<file path="config.mk">
export PLATFORM = sky130hd
export DESIGN_NAME = mtimer
export DESIGN_NICKNAME = d
export VERILOG_FILES = /design/src/rtl/mtimer_pkg.sv /design/src/rtl/mtimer.sv
export SDC_FILE = /design/constraint.sdc
export NUM_CORES = 1
export LEC_CHECK = 0
export CAP_MARGIN = 20
export CORE_MARGIN = 5
export CORE_UTILIZATION = 53
export CTS_CLUSTER_DIAMETER = 40
export CTS_CLUSTER_SIZE = 30
export DETAILED_ROUTE_END_ITERATION = 12
export DONT_BUFFER_PORTS = 1
export GPL_TIMING_DRIVEN = 0
export PLACE_DENSITY = 0.68
export SYNTH_ARGS = -nofsm -noshare
export SYNTH_HDL_FRONTEND = slang
export SYNTH_SLANG_ARGS = --single-unit
</file>
<file path="constraint.sdc">
create_clock -name clk -period 11.9 [get_ports clk]
set_input_delay 2.38 -clock clk [delete_from_list [all_inputs] [get_ports clk]]
set_output_delay 2.38 -clock clk [all_outputs]
set_load 0.01 [all_outputs]
</file>
<file path="src/rtl/mtimer_pkg.sv">
// Shared machine-timer constants: register word offsets, mtimecmp reset value
// and the byte-lane merge used by every writable word.
package mtimer_pkg;

  // Word index carried on addr
  typedef enum logic [1:0] {
    MTIMER__MTIME_LO    = 2'd0,
    MTIMER__MTIME_HI    = 2'd1,
    MTIMER__MTIMECMP_LO = 2'd2,
    MTIMER__MTIMECMP_HI = 2'd3
  } mtimer_reg_e;

  // mtimecmp comes out of reset at its maximum so no interrupt fires until
  // software programs a real deadline.
  localparam logic [63:0] MTIMER__MTIMECMP_RST = 64'hFFFF_FFFF_FFFF_FFFF;

  // Replace only the byte lanes whose enable bit is set.
  function automatic logic [31:0] mtimer_merge(input logic [31:0] old_word,
                                               input logic [31:0] new_word,
                                               input logic [3:0]  be);
    logic [31:0] res;
    for (int i = 0; i < 4; i++) begin
      res[i*8 +: 8] = be[i] ? new_word[i*8 +: 8] : old_word[i*8 +: 8];
    end
    return res;
  endfunction

endpackage

</file>
<file path="src/rtl/mtimer.sv">
// Machine timer: 64-bit mtime advanced every PRESCALE clocks, 64-bit mtimecmp,
// registered level interrupt while mtime >= mtimecmp, and a simple word bus.
//
// Bus handshake: an access is accepted in every cycle where sel && (rd || wr);
// there is no back-pressure. ack pulses for exactly one cycle in the cycle
// after acceptance, with rdata carrying the addressed word as it stood in the
// acceptance cycle (before any write or tick of that cycle). rdata is 0 in
// every cycle where ack is 0, and on acks of write-only accesses.
module mtimer
  import mtimer_pkg::*;
#(
  parameter int unsigned PRESCALE = 1
) (
  input  logic        clk,
  input  logic        rst,
  input  logic        sel,
  input  logic [1:0]  addr,
  input  logic        rd,
  input  logic        wr,
  input  logic [31:0] wdata,
  input  logic [3:0]  be,
  output logic [31:0] rdata,
  output logic        ack,
  output logic        timer
);

  localparam int unsigned PW = $clog2(PRESCALE) + 1;
  localparam logic [PW-1:0] PRESC_MAX = PW'(PRESCALE - 1);

  logic [PW-1:0] presc_q, presc_d;
  logic [63:0]   mtime_q, mtime_d;
  logic [63:0]   mtimecmp_q, mtimecmp_d;
  logic [31:0]   rdata_q, rdata_d;
  logic          ack_q, ack_d;
  logic          timer_q, timer_d;

  mtimer_reg_e   reg_sel;
  logic          accept;
  logic          wr_en;
  logic          tick;
  logic          mtime_wr;
  logic [31:0]   rd_word;

  // Bus decode and prescaler: tick fires in the cycle the prescaler wraps.
  always_comb begin
    reg_sel = mtimer_reg_e'(addr);
    accept  = sel && (rd || wr);
    wr_en   = sel && wr;
    tick    = (presc_q == PRESC_MAX);
    presc_d = tick ? '0 : presc_q + PW'(1);
  end

  // mtime: a write that touches any byte replaces the increment for that cycle.
  always_comb begin
    mtime_d  = mtime_q;
    mtime_wr = wr_en && (be != 4'b0000) &&
               ((reg_sel == MTIMER__MTIME_LO) || (reg_sel == MTIMER__MTIME_HI));
    if (mtime_wr) begin
      if (reg_sel == MTIMER__MTIME_HI) begin
        mtime_d[63:32] = mtimer_merge(mtime_q[63:32], wdata, be);
      end else begin
        mtime_d[31:0]  = mtimer_merge(mtime_q[31:0], wdata, be);
      end
    end else if (tick) begin
      mtime_d = mtime_q + 64'd1;
    end
  end

  // mtimecmp: byte-enabled writes only.
  always_comb begin
    mtimecmp_d = mtimecmp_q;
    if (wr_en && (reg_sel == MTIMER__MTIMECMP_LO)) begin
      mtimecmp_d[31:0]  = mtimer_merge(mtimecmp_q[31:0], wdata, be);
    end else if (wr_en && (reg_sel == MTIMER__MTIMECMP_HI)) begin
      mtimecmp_d[63:32] = mtimer_merge(mtimecmp_q[63:32], wdata, be);
    end
  end

  // Read mux, ack and compare, all from the current (pre-update) state.
  always_comb begin
    rd_word = '0;
    case (reg_sel)
      MTIMER__MTIME_LO:    rd_word = mtime_q[31:0];
      MTIMER__MTIME_HI:    rd_word = mtime_q[63:32];
      MTIMER__MTIMECMP_LO: rd_word = mtimecmp_q[31:0];
      MTIMER__MTIMECMP_HI: rd_word = mtimecmp_q[63:32];
      default:             rd_word = '0;
    endcase
    rdata_d = (accept && rd) ? rd_word : '0;
    ack_d   = accept;
    timer_d = (mtime_q >= mtimecmp_q);
  end

  // State registers; reset also drops any ack still in flight.
  always_ff @(posedge clk or posedge rst) begin
    if (rst) begin
      presc_q    <= '0;
      mtime_q    <= '0;
      mtimecmp_q <= MTIMER__MTIMECMP_RST;
      rdata_q    <= '0;
      ack_q      <= 1'b0;
      timer_q    <= 1'b0;
    end else begin
      presc_q    <= presc_d;
      mtime_q    <= mtime_d;
      mtimecmp_q <= mtimecmp_d;
      rdata_q    <= rdata_d;
      ack_q      <= ack_d;
      timer_q    <= timer_d;
    end
  end

  assign rdata = rdata_q;
  assign ack   = ack_q;
  assign timer = timer_q;

endmodule

</file>
==> flow_summary.yaml, run 1 <==
run_status:
  outcome: "finished, final reports clean"
setup_path:
  required_ps: 12220
  crit_chain: "clkbuf_1 > nand3b_1 > nor2_1 > clkbuf_1 > buf_1 > nand2_1 > o32ai_1 > a21oi_1"
  worst-setup-path-type: "in2reg"
  cp-start-kind: "primary input"
  critical_path.top_delay_family: "buffers and inverters"
  cpPeakStageDelay_ps: 670
  crit_buf_inv: 3
  cpMostUsedCell: "clkbuf_1"
  arrival_ps: 5290
  slowest_stage: "buf_1"
  cp_max_fo: 10
  end_kind: "flip-flop"
logic_synthesis:
  seq_area_frac_synth_pct: 41.2
  synth-main-ff-cell: "dfrtp_1"
  ys_warn_count: 0
  ys_ff_latch: 162
  synth-compound-area-share_pct: 13.3
  synth_cells: 990
  yosys-top-cells-area: "dfrtp_1 (24%), dfstp_2 (17%), ha_1 (8.1%)"
  yosysTopAreaCellShare_pct: 24.4
  syn_area_per_cell_um2: 10.1
  yosysTopAreaCell: "dfrtp_1"
  synth_top_family_by_area: "simple AND/OR/NAND/NOR gates"
  synthAdderAreaFrac_pct: 8.11
  synthArstFlopShare_pct: 100
  synth_xor_area_share_pct: 0.262
  yosysMostFrequentCell: "dfrtp_1"
  syn_nets: 1098
  synthMuxAreaShare_pct: 14.1
  synth_top_cells_by_count: "dfrtp_1 (98), inv_1 (77), nand2_1 (77), nor2_1 (70), ha_1 (65)"
  yosys.area_share.simple_pct: 18.6
  synth_edf_count: 0
  yosysUniqueCellTypes: 65
  synth_area_mm2: 0.0100
timing:
  rsz0062_at_grt: "no"
  fin_ws_ps: 6930
  timing.slew.headroom_pct: 29.7
  setup_viol: 0
  drv_slew: 0
  fin_crit_ps: 4970
  fmax_mhz: 201
  clock_skew_ps: 7.39
  tns_ps: 0
  worst_pin_slew_ps: 1050
  finalCritPeriodShare_pct: 41.8
  finalHoldViolCount: 0
clocking:
  cts.path.max_buffers: 2
  post_cts_resized: 0
  numCtsBuffers: 17
  cts.htree.levels: 4
  hold_buffers: 0
  cts_tree: "built"
  post_cts_buffers: 0
  path_clk_slew_ps: 70
  cts.sinks: 162
  cts-root-buf: "clkbuf_16"
  clk_latency_ps: 440
power_and_ir_drop:
  power.density_mw_per_mm2: 177
  comb_power_share_pct: 28.0
  intPower_w: 0.00127
  peakVddDrop_mv: 0.110
  swShare_pct: 34.5
  p_clk_share_pct: 28.1
  power.leakage_nw: 4.72
  switchingPower_w: 0.000668
  design_power_total_w: 0.00194
  p_seq_share_pct: 44.0
drt:
  drc: 0
  detail_route.vias_per_cell: 6.70
  drt-initial-drc-count: 1121
  antenna_left: 0
  first_pass_iters: 6
  wl_per_cell_um: 24.9
  drt-total-wl_mm: 31.4
  vias: 8430
finish:
  n_fill_cell: 1662
  final_util_pct: 58.7
  syn2layout_area_growth_pct: 9.10
  drive_gt1_share_pct: 20.6
  final_cells: 1259
  fin_nets: 1119
floorplan:
  die-area_mm2: 0.0218
  fp-row-count: 50
  die_w_um: 148
  pin_count: 77
  core_area_mm2: 0.0186
  initial_core_util_pct: 53.8
  die_h_um: 148
placement:
  dpl.cell_count: 1226
  dp_hpwl_mm: 23.4
  place_congestion: 0.978
  io_buffers: 0
  place_ws_ps: 6580
grt:
  grt-ovfl-total: 0
  grt_use_total_pct: 29.5
  grt_pass1_vias: 8312
  antenna_found_initial: 1
  grt_pass1_wl_mm: 48.9
  grt_max_degree: 104
run:
  drv_cap: 0
worst_hold_path:
  hold_path.class: "reg2reg"
## worst min-delay path: stages, from the launching register on
cell and delay, ps:
dfstp_2 380, nand2_1 40, o21ai_0 60
## stage by stage
step	area, µm²	hold slack (ps)
floorplan	10000	466
global placement	10300	475
detailed placement	10400	483
CTS	10900	492
global route	10900	518
finish	10900	491
## area by class of cell
cell class	instances	area [µm²]	area share (%)
Clock inverter	8	76.3	0.697
Clock buffer	24	502	4.58
Timing Repair Buffer	2	32.5	0.297
Sequential cell	162	4130	37.8
Multi-Input combinational cell	711	5450	49.8
Inverter	77	297	2.71
Antenna cell	1	2.50	0.0229
Tap cell	234	293	2.67
Buffer	40	156	1.43
## logic make-up after synthesis
| family | after synthesis |
|---|---|
| AO/OA/AOI/OAI | 199 |
| XOR/XNOR | 3 |
| adder cells (fa/ha/maj) | 65 |
| buffers and inverters | 117 |
| flip-flops | 162 |
| multiplexers | 93 |
| AND/OR/NAND/NOR | 351 |
## final timing paths
check                      slack [ps]                       start  depth (start not counted)                    endpoint
setup reg to reg                 8650      mtime_q[0]$_DFFE_PP0P_                          7     mtime_q[38]$_DFFE_PP0P_
setup / recovery                 6930                     addr[1]                          8      mtime_q[7]$_DFFE_PP0P_
min in group asynchronous        1810                         rst                          1          rdata[3]$_DFF_PP0_
max in group asynchronous        9210                         rst                          2     mtime_q[59]$_DFFE_PP0P_
hold reg to reg                   490  mtimecmp_q[52]$_DFFE_PP1P_                          2  mtimecmp_q[52]$_DFFE_PP1P_
hold / removal                    490  mtimecmp_q[52]$_DFFE_PP1P_                          2  mtimecmp_q[52]$_DFFE_PP1P_
## cells in the final DEF (no fill, tap or decap), types with 28 or more instances in the layout
| cell type | instances |
|---|---|
| a211oi_1 | 28 |
| a21oi_1 | 59 |
| and3_1 | 57 |
| clkbuf_1 | 28 |
| dfrtp_1 | 98 |
| dfstp_2 | 64 |
| ha_1 | 65 |
| inv_1 | 76 |
| mux2_2 | 60 |
| mux4_2 | 31 |
| nand2_1 | 77 |
| nand3_1 | 37 |
| nand4_1 | 28 |
| nor2_1 | 70 |
| o21ai_0 | 30 |
## power by group through the flow
stage	sequential, W	clock, W	combinational [W]
floorplan	0.000802	0	0.000407
global placement	0.000850	0	0.000515
detailed placement	0.000855	0	0.000532
CTS	0.000847	0.000551	0.000537
global route	0.000870	0.000574	0.000608
finish	0.000853	0.000544	0.000543
## layer usage
metal  GRT usage [%]  routed length [µm]  up-vias
met5               0                  15        -
li1                -                   -     3760
met1            40.6               13200     4110
met3            9.38                3320       74
met2            43.8               13800      484
met4            11.0                1000        2
## flip-flops by register name, indices dropped and copies added, names as in the netlist
signal	flops
ack	1
mtimecmp_q	64
timer	1
rdata	32
mtime_q	64
Note: power is estimated with default switching activity, not from simulation.
==> run 2: changes to the inputs <==
==> constraint.sdc (replaced) <==
create_clock -name clk -period 4.9 [get_ports clk]
set_input_delay 0.98 -clock clk [delete_from_list [all_inputs] [get_ports clk]]
set_output_delay 0.98 -clock clk [all_outputs]
set_load 0.01 [all_outputs]
==> run 2 against run 1 <==
Global-route usage rose by 0.16 points. Cell count rose by 0.16%. Critical path depth fell by 1. Worst setup slack got worse by 5500 ps. Via count rose by 0.38%. Non-clock buffer count rose by 3. Sequential share of layout area fell by 0.25 points. Cell area rose by 0.67%. Critical path type unchanged. Critical endpoint is now mtime_q[2]$_DFFE_PP0P_.
==> flow_summary.yaml, run 2 (same netlist as run 1, synthesis figures left out) <==
power_and_ir_drop:
  power.density_mw_per_mm2: 434
  power.leakage_nw: 4.76
  swShare_pct: 33.9
  peakVddDrop_mv: 0.267
  switchingPower_w: 0.00162
  p_seq_share_pct: 43.3
  intPower_w: 0.00316
  comb_power_share_pct: 27.6
  p_clk_share_pct: 29.1
  design_power_total_w: 0.00479
clocking:
  hold_buffers: 0
  post_cts_buffers: 0
  cts.path.max_buffers: 2
  cts-root-buf: "clkbuf_16"
  cts.sinks: 162
  path_clk_slew_ps: 60
  clk_latency_ps: 440
  cts_tree: "built"
  numCtsBuffers: 17
  post_cts_resized: 0
  cts.htree.levels: 4
drt:
  drt-initial-drc-count: 1074
  drt-total-wl_mm: 31.7
  antenna_left: 0
  wl_per_cell_um: 25.1
  first_pass_iters: 5
  vias: 8462
  drc: 0
  detail_route.vias_per_cell: 6.71
run_status:
  outcome: "finished, final reports clean"
timing:
  finalHoldViolCount: 0
  fin_crit_ps: 3520
  worst_pin_slew_ps: 1040
  setup_viol: 0
  timing.slew.headroom_pct: 30.6
  fmax_mhz: 284
  clock_skew_ps: 7.80
  finalCritPeriodShare_pct: 71.8
  drv_slew: 0
  timing.hold.ws_ps: 466
  rsz0062_at_grt: "no"
  tns_ps: 0
floorplan:
  core_area_mm2: 0.0186
  die_h_um: 148
  initial_core_util_pct: 53.8
  pin_count: 77
  die_w_um: 148
  die-area_mm2: 0.0218
  fp-row-count: 50
setup_path:
  worst-setup-path-type: "in2reg"
  arrival_ps: 3840
  end_kind: "flip-flop"
  cp_max_fo: 10
  reg2reg_from: "mtime_q[0]$_DFFE_PP0P_"
  timing.rr.end: "mtime_q[38]$_DFFE_PP0P_"
  worst-r2r-setup-slack_ps: 1750
  reg2reg_depth: 7
  required_ps: 5220
  cp-start-kind: "primary input"
finish:
  final_util_pct: 59.1
  syn2layout_area_growth_pct: 9.84
  drive_gt1_share_pct: 20.8
  final_common_cell: "dfrtp_1"
  final_cells: 1261
  final_cell_mix: "dfrtp_1 (98), nand2_1 (77), inv_1 (76)"
  fin_nets: 1122
  n_antenna_cell: 0
worst_hold_path:
  hold_path.class: "in2async"
placement:
  dpl.cell_count: 1229
  io_buffers: 0
  place_congestion: 0.982
  dp_hpwl_mm: 23.5
grt:
  grt_max_degree: 43
  antenna_found_initial: 1
  grt-ovfl-total: 0
  grt_pass1_wl_mm: 49.4
  grt_pass1_vias: 8311
  grt_use_total_pct: 29.6
run:
  drv_cap: 0
run 2: cell types whose count changed in the layout (fill, tap and decap cells not counted), moves of 2 or more:
cell       before  now
buf_12          0    4
bufinv_16       1    3
clkbuf_8        5    3
clkinv_2        3    5
run 2: metal layers:
| layer | up-vias | part of all wire (%) | GRT usage (%) |
|---|---|---|---|
| li1 | 3751 | - | - |
| met1 | 4177 | 42 | 42.1 |
| met5 | - | 0.041 | 0 |
| met4 | 2 | 3.0 | 10.3 |
| met2 | 454 | 44 | 44.0 |
| met3 | 78 | 10 | 8.00 |
run 2: area by class of cell:
class / instances / area (µm²)
fill: 1590 / 7620
multi-input combinational: 711 / 5450
sequential: 162 / 4130
clock buffer: 22 / 474
inverter: 77 / 293
tap: 234 / 293
buffer: 40 / 156
clock inverter: 10 / 131
timing repair buffer: 5 / 85.1
run 2: worst max path at each step:
stage                 start                      to  slack [ps]  cells past startpoint
global route        addr[1]  mtime_q[4]$_DFFE_PP0P_        1350                      8
floorplan               rst           ack$_DFF_PP0_        1920                      1
CTS                 addr[1]     rdata[12]$_DFF_PP0_        1520                      5
detailed placement  addr[1]     rdata[12]$_DFF_PP0_        1070                      5
finish              addr[1]  mtime_q[2]$_DFFE_PP0P_        1380                      7
global placement        rst     rdata[27]$_DFF_PP0_         980                      1
run 2: through the flow:
step,area [µm²],worst slack (ps)
2_1_floorplan,10000,1920
3_3_place_gp,10300,982
3_5_place_dp,10400,1070
4_1_cts,11000,1520
5_1_grt,11000,1350
6_report,11000,1380
run 2: critical path: stages:
cell and delay [ps]:
clkbuf_1 300, nand3b_1 410, nor2_1 340, clkbuf_1 460, buf_1 670, nand2_1 370
o22a_1 300
run 2: power groups by stage:
stage               Sequential [W]  Combinational, W  Clock (W)
floorplan                  0.00195          0.000990          0
global route               0.00211           0.00148    0.00147
finish                     0.00207           0.00132    0.00139
CTS                        0.00206           0.00131    0.00140
detailed placement         0.00208           0.00129          0
global placement           0.00207           0.00125          0
